$ cat config.mk
export PLATFORM = sky130hd
export DESIGN_NAME = w_icons_clkgen_multi_flat
export DESIGN_NICKNAME = d
export VERILOG_FILES = /design/src/rtl/w_icons_mgmt_pkg.sv /design/src/rtl/w_icons_clkgen_multi_if.sv /design/src/rtl/w_icons_clkgen_ch.sv /design/src/rtl/w_icons_clkgen_multi.sv /design/src/flat_wrapper.sv
export SDC_FILE = /design/constraint.sdc
export NUM_CORES = 1
export LEC_CHECK = 0
export ABC_AREA = 1
export CORE_MARGIN = 2
export CORE_UTILIZATION = 53
export DETAILED_ROUTE_END_ITERATION = 16
export PLACE_DENSITY = 0.84
export SETUP_SLACK_MARGIN = 0.4
export SKIP_LAST_GASP = 1
export SLEW_MARGIN = 20
export SYNTH_ARGS = -nofsm -noshare
export SYNTH_HDL_FRONTEND = slang
export SYNTH_SLANG_ARGS = --single-unit
$ cat constraint.sdc
create_clock -name clk_i -period 1.9 [get_ports clk_i]
set_input_delay 0.38 -clock clk_i [delete_from_list [all_inputs] [get_ports clk_i]]
set_output_delay 0.38 -clock clk_i [all_outputs]
set_load 0.05 [all_outputs]
$ cat src/rtl/w_icons_mgmt_pkg.sv
// Shared types for the icons clock-generator block.
package w_icons_mgmt_pkg;

  // Per-channel divider state; encodings are shared with software-visible status.
  typedef enum logic [1:0] {
    ST_IDLE = 2'd0,
    ST_HIGH = 2'd1,
    ST_LOW  = 2'd2
  } ch_state_e;

  localparam int MAX_CH = 16;

endpackage

$ cat src/rtl/w_icons_clkgen_multi_if.sv
// Control/status bundle for the multi-channel clock generator.
interface w_icons_clkgen_multi_if #(
  parameter int NUM_CH = 4,
  parameter int DIV_W  = 12
);
  logic [NUM_CH-1:0]       enable_i;
  logic [NUM_CH*DIV_W-1:0] div_val_i;
  logic                    sync_start_i;
  logic [NUM_CH-1:0]       clk_div_o;
  logic [NUM_CH-1:0]       rise_o;
  logic [NUM_CH-1:0]       active_o;

  modport master (
    output enable_i, div_val_i, sync_start_i,
    input  clk_div_o, rise_o, active_o
  );

  modport slave (
    input  enable_i, div_val_i, sync_start_i,
    output clk_div_o, rise_o, active_o
  );
endinterface

$ cat src/rtl/w_icons_clkgen_ch.sv
// One divided-clock channel: IDLE -> HIGH (shadow cycles) -> LOW (shadow cycles).
// The divide value is captured into a shadow only at start, at the period
// boundary or on sync, so mid-period changes never glitch the output.
module w_icons_clkgen_ch
  import w_icons_mgmt_pkg::*;
#(
  parameter int DIV_W = 12
) (
  input  logic             clk_i,
  input  logic             reset_n_i,
  input  logic             enable_i,
  input  logic [DIV_W-1:0] div_val_i,
  input  logic             sync_start_i,
  output logic             clk_div_o,
  output logic             rise_o,
  output logic             active_o
);

  ch_state_e        state_q, state_d;
  logic [DIV_W-1:0] cnt_q, cnt_d;
  logic [DIV_W-1:0] shadow_q, shadow_d;
  logic             start_ok;
  logic             last;
  logic             load;

  // Next state: a load (start, boundary reload or sync) always wins and is the
  // only source of a rising edge, so sync on a boundary yields one pulse.
  always_comb begin
    start_ok = enable_i && (div_val_i != '0);
    last     = (cnt_q == shadow_q - DIV_W'(1));
    load     = start_ok && (sync_start_i || (state_q == ST_IDLE) ||
                            ((state_q == ST_LOW) && last));
    state_d  = state_q;
    cnt_d    = cnt_q;
    shadow_d = shadow_q;
    if (load) begin
      state_d  = ST_HIGH;
      cnt_d    = '0;
      shadow_d = div_val_i;
    end else begin
      case (state_q)
        ST_IDLE: ;
        ST_HIGH: begin
          if (last) begin
            state_d = ST_LOW;
            cnt_d   = '0;
          end else begin
            cnt_d = cnt_q + DIV_W'(1);
          end
        end
        ST_LOW: begin
          if (last) begin
            state_d = ST_IDLE;
            cnt_d   = '0;
          end else begin
            cnt_d = cnt_q + DIV_W'(1);
          end
        end
        default: begin
          state_d = ST_IDLE;
          cnt_d   = '0;
        end
      endcase
    end
  end

  // State/counters plus outputs registered from the next state so every output is a flop.
  always_ff @(posedge clk_i or negedge reset_n_i) begin
    if (!reset_n_i) begin
      state_q   <= ST_IDLE;
      cnt_q     <= '0;
      shadow_q  <= '0;
      clk_div_o <= 1'b0;
      rise_o    <= 1'b0;
      active_o  <= 1'b0;
    end else begin
      state_q   <= state_d;
      cnt_q     <= cnt_d;
      shadow_q  <= shadow_d;
      clk_div_o <= (state_d == ST_HIGH);
      rise_o    <= load;
      active_o  <= (state_d != ST_IDLE);
    end
  end

endmodule

$ cat src/rtl/w_icons_clkgen_multi.sv
// NUM_CH independent 50%-duty clock dividers sharing one sync_start pulse.
module w_icons_clkgen_multi #(
  parameter int NUM_CH = 4,
  parameter int DIV_W  = 12
) (
  input logic                  clk_i,
  input logic                  reset_n_i,
  w_icons_clkgen_multi_if.slave bus
);

  logic [NUM_CH-1:0] clk_div;
  logic [NUM_CH-1:0] rise;
  logic [NUM_CH-1:0] active;

  for (genvar k = 0; k < NUM_CH; k++) begin : g_ch
    w_icons_clkgen_ch #(.DIV_W(DIV_W)) u_ch (
      .clk_i        (clk_i),
      .reset_n_i    (reset_n_i),
      .enable_i     (bus.enable_i[k]),
      .div_val_i    (bus.div_val_i[k*DIV_W +: DIV_W]),
      .sync_start_i (bus.sync_start_i),
      .clk_div_o    (clk_div[k]),
      .rise_o       (rise[k]),
      .active_o     (active[k])
    );
  end

  assign bus.clk_div_o = clk_div;
  assign bus.rise_o    = rise;
  assign bus.active_o  = active;

endmodule

$ cat src/flat_wrapper.sv
// flat-port wrapper written by rule: the top's interface ports become plain ports
module w_icons_clkgen_multi_flat 
#(
  parameter int NUM_CH = 4,
  parameter int DIV_W  = 12
)
  (clk_i, reset_n_i, bus_enable_i, bus_div_val_i, bus_sync_start_i, bus_clk_div_o, bus_rise_o, bus_active_o);
  w_icons_clkgen_multi_if #(.NUM_CH(NUM_CH), .DIV_W(DIV_W)) bus_i ();
  input logic clk_i;
  input logic reset_n_i;
  input wire logic [$bits(bus_i.enable_i)-1:0] bus_enable_i;
  input wire logic [$bits(bus_i.div_val_i)-1:0] bus_div_val_i;
  input wire logic [$bits(bus_i.sync_start_i)-1:0] bus_sync_start_i;
  output wire logic [$bits(bus_i.clk_div_o)-1:0] bus_clk_div_o;
  output wire logic [$bits(bus_i.rise_o)-1:0] bus_rise_o;
  output wire logic [$bits(bus_i.active_o)-1:0] bus_active_o;
  assign bus_i.enable_i = bus_enable_i;
  assign bus_i.div_val_i = bus_div_val_i;
  assign bus_i.sync_start_i = bus_sync_start_i;
  assign bus_clk_div_o = bus_i.clk_div_o;
  assign bus_rise_o = bus_i.rise_o;
  assign bus_active_o = bus_i.active_o;
  w_icons_clkgen_multi #(.NUM_CH(NUM_CH), .DIV_W(DIV_W)) u_core (.clk_i(clk_i), .reset_n_i(reset_n_i), .bus(bus_i));
endmodule
Yosys cells after proc, flatten, opt, wreduce, memory -nomap -nowiden
Index checks and enable logic that the tools add are counted.

word-level totals
  bits in registers = 116
  word-level logic and storage cells = 116
  bits of input ports = 55

cells by class
  multiplexer cells = 28
  equal/unequal tests = 20
  add/subtract/negate cells = 8
  reductions and logical operators = 36

operators with widths
  kind                   count
  $mux 12                8
  $pmux 12 s2            4
  $add 12x1->12 const B  4
  $eq 12x12->1           4
  $reduce_bool 12->1     4
  $sub 12x1->12 const B  4
  $mux 2                 12
  $pmux 2 s3             4
  $eq 2x1->1 const B     8
  $logic_and 1x1->1      12
  $eq 2x2->1 const B     4
  $logic_not 2->1        4
  $logic_or 1x1->1       8
  $ne 2x2->1 const B     4
  $reduce_bool 2->1      4
  $reduce_or 2->1        4

Logic depth before layout (Yosys ltp)
Gate-level depths: netlist of run 1.

  word-level depth = 7
  gate-level depth with buffers = 18

By module
Synthesis of run 1 repeated with hierarchy kept, for this count alone.

second synthesis, totals
  cell total of the unflattened synthesis = 1122
  area total of the unflattened synthesis = 7853.8 sq um

by module, submodules not included
  module                                       area each (sq um)  instances  sequential area each (sq um)  cells an instance
  w_icons_clkgen_ch (u_core.g_ch[1].u_ch ...)  1924.3             2          725.7                         282
  w_icons_clkgen_ch (u_core.g_ch[0].u_ch)      2015.7             1          725.7                         283
  w_icons_clkgen_ch (u_core.g_ch[3].u_ch)      1989.4             1          725.7                         275

Least setup slack after synthesis of run 1
No wires, ideal clock.

  path kind = register -> register
  from = register u_core.g_ch[3].u_ch.shadow_q[0]
  to = register u_core.g_ch[3].u_ch.cnt_q[10]
  path buffers = 1
  period minus slack after synthesis = 2024 ps
  path slack = -124 ps
  data arrival time = 1911 ps
  stages on the path, launching flop included = 15
  required time = 1787 ps
  cell sequence = dfrtp_1 -> inv_1 -> ha_1 -> or2_2 -> nand3_1 -> nand2_1 -> nor2_1 -> nand2_1 -> nor2_2 -> nand3_2 -> o21ai_2 -> nand2_4 -> buf_2 -> nand2_1 -> inv_1

between the ends
  cells in the longest elaborated chain, start to end = 6
  elaborated cells between the ends (all ways) = 9

RTL lines
  element                                          line                     source
  start, declared                                  w_icons_clkgen_ch.sv:21  logic [DIV_W-1:0] shadow_q, shadow_d;
  start signal, assigned                           w_icons_clkgen_ch.sv:79  shadow_q <= shadow_d;
  $sub 12x1->12 (*)                                w_icons_clkgen_ch.sv:30  last = (cnt_q == shadow_q - DIV_W'(1));
  $eq 12x12->1 (*)                                 w_icons_clkgen_ch.sv:30
  branches (longest 4 deep; another with $mux 12)  -
  end signal, assigned                             w_icons_clkgen_ch.sv:78  cnt_q <= cnt_d;
  end, declared                                    w_icons_clkgen_ch.sv:20  logic [DIV_W-1:0] cnt_q, cnt_d;

Mark *: on every way between the ends.
A chain may end at the register's enable or synchronous reset.

Worst setup path after layout of run 1
  from = register u_core.g_ch[0].u_ch.shadow_q[3]
  to = register u_core.g_ch[0].u_ch.shadow_q[0]

between the ends
  cells in the longest elaborated chain, start to end = 5

RTL lines
  element                 line                     source
  start, declared         w_icons_clkgen_ch.sv:21
  start signal, assigned  w_icons_clkgen_ch.sv:79
  $sub 12x1->12           w_icons_clkgen_ch.sv:30
  $eq 12x12->1            w_icons_clkgen_ch.sv:30
  $logic_and 1x1->1       w_icons_clkgen_ch.sv:32  ((state_q == ST_LOW) && last));
  $logic_or 1x1->1        w_icons_clkgen_ch.sv:31  load = start_ok && (sync_start_i || (state_q == ST_IDLE) ||
  $logic_and 1x1->1       w_icons_clkgen_ch.sv:31

No other way between the ends.

==> results of run 1 <==
==> repair_timing <==
action,in CTS,in global routing
hold buffers,1,0
endpoints found under the setup margin,128,120
buffers inserted,11,5
cloned,8,3
pin swaps,35,44
gates resized for setup,171,214
endpoints found under the hold margin,13,0
==> cell families after synthesis <==
family,synth area share (%)
buffers and inverters,11.2
AND/OR/NAND/NOR,33.4
AO/OA/AOI/OAI,6.57
flip-flops,38.1
adder cells (fa/ha/maj),3.94
XOR/XNOR,6.78
==> flip-flops by register name, indices dropped and copies added, names as in the netlist <==
signal	cells
u_core.g_ch.u_ch.rise_o	4
u_core.g_ch.u_ch.state_q	8
u_core.g_ch.u_ch.active_o	4
u_core.g_ch.u_ch.clk_div_o	4
u_core.g_ch.u_ch.cnt_q	48
u_core.g_ch.u_ch.shadow_q	48
==> layout make-up <==
cell class                      count  area share [%]
Timing Repair Buffer              197            16.0
Inverter                          172            6.14
Timing Repair inverter              6           0.603
Sequential cell                   116            25.9
Tap cell                          180            2.01
Clock buffer                       19            3.95
Clock inverter                     13            1.83
Multi-Input combinational cell    764            43.5
==> placed cells by master (no fill, tap or decap), drive strengths merged <==
master	n
nand3	72
or3	1
clkbuf	22
nand4	13
bufinv	5
a21boi	1
buf	140
o22ai	19
o21bai	2
dfrtp	116
xnor2	22
clkdlybuf4s50	53
inv	176
o211ai	2
nand3b	9
o21ai	51
nor2	102
a21o	1
nor3	14
a21oi	10
clkinv	7
or2	8
o31a	1
ha	24
nor4	13
clkinvlp	3
xor2	37
a31oi	3
dlygate4sd3	1
and2	1
nand2	358
==> per-layer routing <==
| metal | vias up | wire length, um | global-route usage (%) |
|---|---|---|---|
| met1 | 3956 | 9480 | 33.6 |
| li1 | 3772 | - | - |
| met3 | 132 | 1710 | 5.95 |
| met5 | - | 0 | 0 |
| met4 | 0 | 1250 | 14.8 |
| met2 | 428 | 13000 | 52.0 |
==> final timing paths <==
| check | end | cells past startpoint |
|---|---|---|
| min in group clk_i | u_core.g_ch[3].u_ch.shadow_q[3]$_DFFE_PN0P_ | 3 |
| min | u_core.g_ch[2].u_ch.shadow_q[8]$_DFFE_PN0P_ | 2 |
| max in group asynchronous | u_core.g_ch[0].u_ch.cnt_q[7]$_DFFE_PN0P_ | 3 |
| max reg2reg | u_core.g_ch[0].u_ch.shadow_q[0]$_DFFE_PN0P_ | 15 |
| max | u_core.g_ch[0].u_ch.shadow_q[0]$_DFFE_PN0P_ | 15 |
| min reg2reg | u_core.g_ch[3].u_ch.shadow_q[1]$_DFFE_PN0P_ | 2 |
==> where the power goes <==
group          total, mW  internal [mW]  leakage, nW  switching, mW
Combinational       6.71           2.66         3.79           4.05
Sequential          3.46           2.98         1.48          0.481
Clock               3.57           2.36        0.309           1.22
Total               13.7           7.99         5.58           5.75
==> worst max-delay path: cells and delay by family (launching register included) <==
family	cells	cell delay, ns
buf+inv	4	0.52
xor+xnor	1	0.23
simple gates	9	1.02
flops	1	0.41
compound gates	1	0.05
==> metrics by stage <==
step	total power, mW	hold WS (ns)	instance area (um2)	std cells	util [%]
6_report	13.7	0.372	11200	1467	80.4
5_1_grt	14.4	0.392	11200	1467	80.4
2_1_floorplan	6.84	0.0844	7840	1079	-
3_5_place_dp	8.50	0.268	9340	1407	67.0
4_1_cts	12.6	0.363	10500	1459	75.1
3_3_place_gp	8.31	0.269	9340	1407	67.0
==> flow_summary.yaml, run 1 <==
setup_path:
  critPathMaxStageDelay_ns: 0.41
  required_ns: 2.23
  crit_type: "reg -> reg"
  crit_start: "u_core.g_ch[0].u_ch.shadow_q[3]$_DFFE_PN0P_"
  critPathMostFrequentCell: "nand2_1"
  end_kind: "flop"
  crit_path_top_delay_cell: "dfrtp_1"
  start_kind: "flop"
  worstPathArrival_ns: 2.66
  crit_fanout: 8
  worst-r2r-setup-slack_ns: -0.43
  crit-reg2reg-launch: "u_core.g_ch[0].u_ch.shadow_q[3]$_DFFE_PN0P_"
  cp_cell_sequence: "buf_4 > xnor2_1 > inv_1 > nand2_1 > nand2_1 > nor2_2 > nand2_1 > nor2_4 > nand4_1 > nand2_2 > nand2_8 > buf_6 > buf_6 > nand2_2 > o21ai_2"
grt:
  grt_antenna_before_repair: 0
  grt_start_max_net_pins: 46
  grt_pass1_vias: 7836
  grt_pass1_wl_mm: 35.2
  grtUsageTotal_pct: 29.4
  grt.overflow.total: 0
yosys:
  avgSynthCellArea_um2: 7.06
  synth-main-ff-cell: "dfrtp_1"
  async_flop_share_pct: 100
  synth.most_common_cell: "nand2_1"
  post-synth-top-area-cell: "dfrtp_1"
  synth_area_leaders: "dfrtp_1, nand2_1, inv_1, nand3_1, nor2_1"
  ys_types: 38
  synth_common_cells: "nand2_1, inv_1, dfrtp_1, nor2_1, nand3_1"
  synth_top_area_share_pct: 38.1
  seq_area_frac_synth_pct: 38.1
  synth_edf_count: 0
  yosysWarningCount: 0
  post_synth_instance_area_um2: 7620
  synth_nets: 1158
  ys_seq_elements: 116
  synthesis.instances: 1079
floorplan:
  die_w_um: 124
  fp.dieH_um: 124
  io_pins: 67
  core.rowCount: 43
  core-area_um2: 13900
  dieArea_um2: 15300
  start_util_pct: 54.7
cells_and_area:
  drive_gt1_share_pct: 35.3
  insertedDiodeCount: 0
  seqCellArea_um2: 2900
  multi_input_area_um2: 4880
  syn2layout_area_growth_pct: 47.1
  n_fill_cell: 771
  final_nets: 1353
power_and_ir_drop:
  vdd_ir_drop_max_v: 0.00109
  cellPowerDensity_nw_per_um2: 1230
  leakage_nw: 5.58
status:
  status: "finished with violations"
  violations: "negative setup slack"
placed_design:
  dp_hpwl_mm: 13.5
  port_buffers: 66
  place.gp.congestion: 0.902
  dp_slack_ns: -0.263
sta:
  maxSlewViolCount: 0
  slew_headroom_pct: 31.7
  finClkSkew_ns: 0.0109
  fmax_ghz: 0.429
  setup_slack_ns: -0.430
  tns_ns: -35.32
  worstMarginPinSlew_ns: 1.02
  setup_viol: 116
  hold_viol_final: 0
  period_share_pct: 123
  rsz0062_at_grt: "true"
  min_period_ns: 2.33
cts:
  cts_tree: "built"
  cts_max_path_buffers: 2
  cts_root_buf: "clkbuf_16"
  path_clk_slew_ns: 0.06
  htreeDepth: 4
  clkLatencyLatePin_ns: 0.43
  cts_num_sinks: 116
  numCtsBuffers: 17
job:
  cap_violations: 0
detailed_routing:
  ant_nets: 0
  firstDrtPassIters: 7
  wl_per_cell_um: 17.3
  wirelength_mm: 25.4
  drc: 0
  drt_iter0_drc: 860
  via_per_inst: 5.65
  num_vias: 8288
worst_hold_path:
  hold_class: "in -> async"
No activity file was read; power rests on OpenSTA's default activity.
==> run 2, diff against run 1 <==
--- a/config.mk
+++ b/config.mk
@@ -10,7 +10,6 @@
 export CORE_UTILIZATION = 53
 export DETAILED_ROUTE_END_ITERATION = 16
 export PLACE_DENSITY = 0.84
-export SETUP_SLACK_MARGIN = 0.4
 export SKIP_LAST_GASP = 1
 export SLEW_MARGIN = 20
 export SYNTH_ARGS = -nofsm -noshare
==> run 2 against run 1 <==
Net effect:
- the run still ends with negative setup slack left
- clock power is 5% lower
- via count is 5.8% higher
- count of clock-buffer cells in the layout is 2 higher
- cell count is 0.68% higher
- sequential cell count stayed put
- non-clock buffer count is 8 higher
- worst hold slack better by 0.11 ns
- setup slack worse by 0.42 ns
- cell area is 2.8% higher
- first-iteration DRC count is 21% higher
==> flow_summary.yaml, run 2 (synthesis results as in run 1) <==
status:
  status: "finished with violations"
  violations: "negative setup slack"
sta:
  worstMarginPinSlew_ns: 0.868
  setup_slack_ns: -0.849
  finClkSkew_ns: 0.00778
  slew_headroom_pct: 41.9
  min_period_ns: 2.75
  fmax_ghz: 0.364
  whs_ns: 0.481
  setup_viol: 116
  period_share_pct: 145
  hold_viol_final: 0
  maxSlewViolCount: 0
  rsz0062_at_grt: "true"
floorplan:
  core.rowCount: 43
  dieArea_um2: 15300
  start_util_pct: 54.7
  fp.dieH_um: 124
  core-area_um2: 13900
  io_pins: 67
  die_w_um: 124
grt:
  grt.overflow.total: 0
  grt_pass1_wl_mm: 36.9
  grt_pass1_vias: 8139
  grt_antenna_before_repair: 2
  grtUsageTotal_pct: 30.6
  grt_start_max_net_pins: 52
power_and_ir_drop:
  cellPowerDensity_nw_per_um2: 1240
  p_sw_mw: 6.11
  power_frac_clock_pct: 23.8
  swShare_pct: 42.7
  leakage_nw: 5.71
  power.total_mw: 14.3
  p_int_mw: 8.18
  pwr-share-comb_pct: 51.9
  pwr-share-seq_pct: 24.4
  vdd_ir_drop_max_v: 0.000820
cells_and_area:
  drive_gt1_share_pct: 35.6
  syn2layout_area_growth_pct: 51.3
  layout_commonest_cell: "nand2_1"
  fin_util_pct: 82.7
  reg_top3: "u_core.g_ch.u_ch.cnt_q x48, u_core.g_ch.u_ch.shadow_q x48, u_core.g_ch.u_ch.state_q x8"
  final_cell_area_um2: 11500
  multi_input_area_um2: 4960
  final_nets: 1362
  n_fill_cell: 685
  seqCellArea_um2: 2900
  layout_common_cells: "nand2_1, inv_1, dfrtp_1"
cts:
  cts_max_path_buffers: 2
  numCtsBuffers: 17
  cts_num_sinks: 116
  cts_tree: "built"
  cts_root_buf: "clkbuf_16"
  path_clk_slew_ns: 0.06
  htreeDepth: 4
  clkLatencyLatePin_ns: 0.42
placed_design:
  dp_slack_ns: -0.429
  dpl-instance-area_um2: 9160
  port_buffers: 66
  place.gp.congestion: 0.918
  dp_hpwl_mm: 13.3
detailed_routing:
  num_vias: 8765
  drt_iter0_drc: 1042
  via_per_inst: 5.93
  wl_per_cell_um: 19.2
  firstDrtPassIters: 6
  wirelength_mm: 28.4
  ant_nets: 0
  drc: 0
setup_path:
  crit_fanout: 6
  end_kind: "flop"
  required_ns: 2.21
  crit_start: "u_core.g_ch[1].u_ch.shadow_q[8]$_DFFE_PN0P_"
  worstPathArrival_ns: 3.06
  crit_type: "reg -> reg"
  crit-reg2reg-launch: "u_core.g_ch[1].u_ch.shadow_q[8]$_DFFE_PN0P_"
  start_kind: "flop"
worst_hold_path:
  hold_class: "in -> async"
job:
  cap_violations: 0
-- run 2: cell count changes in the layout (fill, tap and decap cells not counted), moves of 6 or more --
cell           before  now
nand3_1            57   50
nor2_1             58   49
inv_1             126  132
inv_2              41   34
dlygate4sd2_1       0   10
nand3_2            10   16
buf_2              12    0
-- run 2: metrics by stage --
step                instances  setup TNS, ns
floorplan                1079         -0.649
global placement         1399         -19.71
detailed placement       1399         -27.17
CTS                      1463         -13.23
global route             1476         -66.43
finish                   1477         -50.17
-- run 2: power by group through the flow --
stage	Sequential (mW)	Combinational (mW)	Clock [mW]
floorplan	3.37	3.26	0
global placement	3.40	4.71	0
detailed placement	3.42	4.88	0
CTS	3.40	5.86	3.35
global route	3.51	7.89	3.50
finish	3.48	7.42	3.40
-- run 2: final timing paths --
check / slack [ns] / to / depth (start not counted)
worst min-delay path: 0.48 / u_core.g_ch[3].u_ch.shadow_q[5]$_DFFE_PN0P_ / 2
min in group clk_i: 0.50 / u_core.g_ch[3].u_ch.shadow_q[1]$_DFFE_PN0P_ / 2
worst max-delay path: -0.85 / u_core.g_ch[1].u_ch.cnt_q[0]$_DFFE_PN0P_ / 14
worst max register to register: -0.85 / u_core.g_ch[1].u_ch.cnt_q[0]$_DFFE_PN0P_ / 14
worst min register to register: 0.50 / u_core.g_ch[3].u_ch.shadow_q[1]$_DFFE_PN0P_ / 2
max in group asynchronous: 0.76 / u_core.g_ch[0].u_ch.shadow_q[9]$_DFFE_PN0P_ / 3
-- run 2: area by class of cell --
cell class                      instances  area share, %
Sequential cell                       116           25.2
Tap cell                              180           1.95
Clock buffer                           21           3.91
Timing Repair inverter                  7          0.771
Clock inverter                         11           1.37
Timing Repair Buffer                  205           17.6
Multi-Input combinational cell        764           43.1
Antenna cell                            1         0.0217
Inverter                              172           6.08
-- run 2: worst max-delay path: stages (launching register included) --
cell and delay (ns):
dfrtp_1 0.38, buf_4 0.14, xor2_1 0.47, nand3_1 0.22, nand2_1 0.14, nand2_1 0.10, nor2_1 0.25, nand4_1 0.19
nand2_1 0.15, nand2_4 0.11, buf_6 0.18, nand2_8 0.11, inv_8 0.06, nand2_2 0.07, inv_1 0.05
-- run 2: metal layers --
metal | up-vias | share of wire, % | GRT usage [%]
li1 | 3779 | - | -
met1 | 4107 | 35 | 35.7
met2 | 632 | 49 | 53.6
met3 | 247 | 9.2 | 5.45
met4 | 0 | 7.5 | 16.4
met5 | - | 0 | 0
-- run 2: what timing repair did --
action | in CTS | in global routing
buffers inserted | 21 | 12
hold buffers | 1 | 0
endpoints found under the setup margin | 126 | 116
endpoints found under the hold margin | 34 | 0
pin swaps | 67 | 65
resized for setup | 187 | 234
cloned | 12 | 3
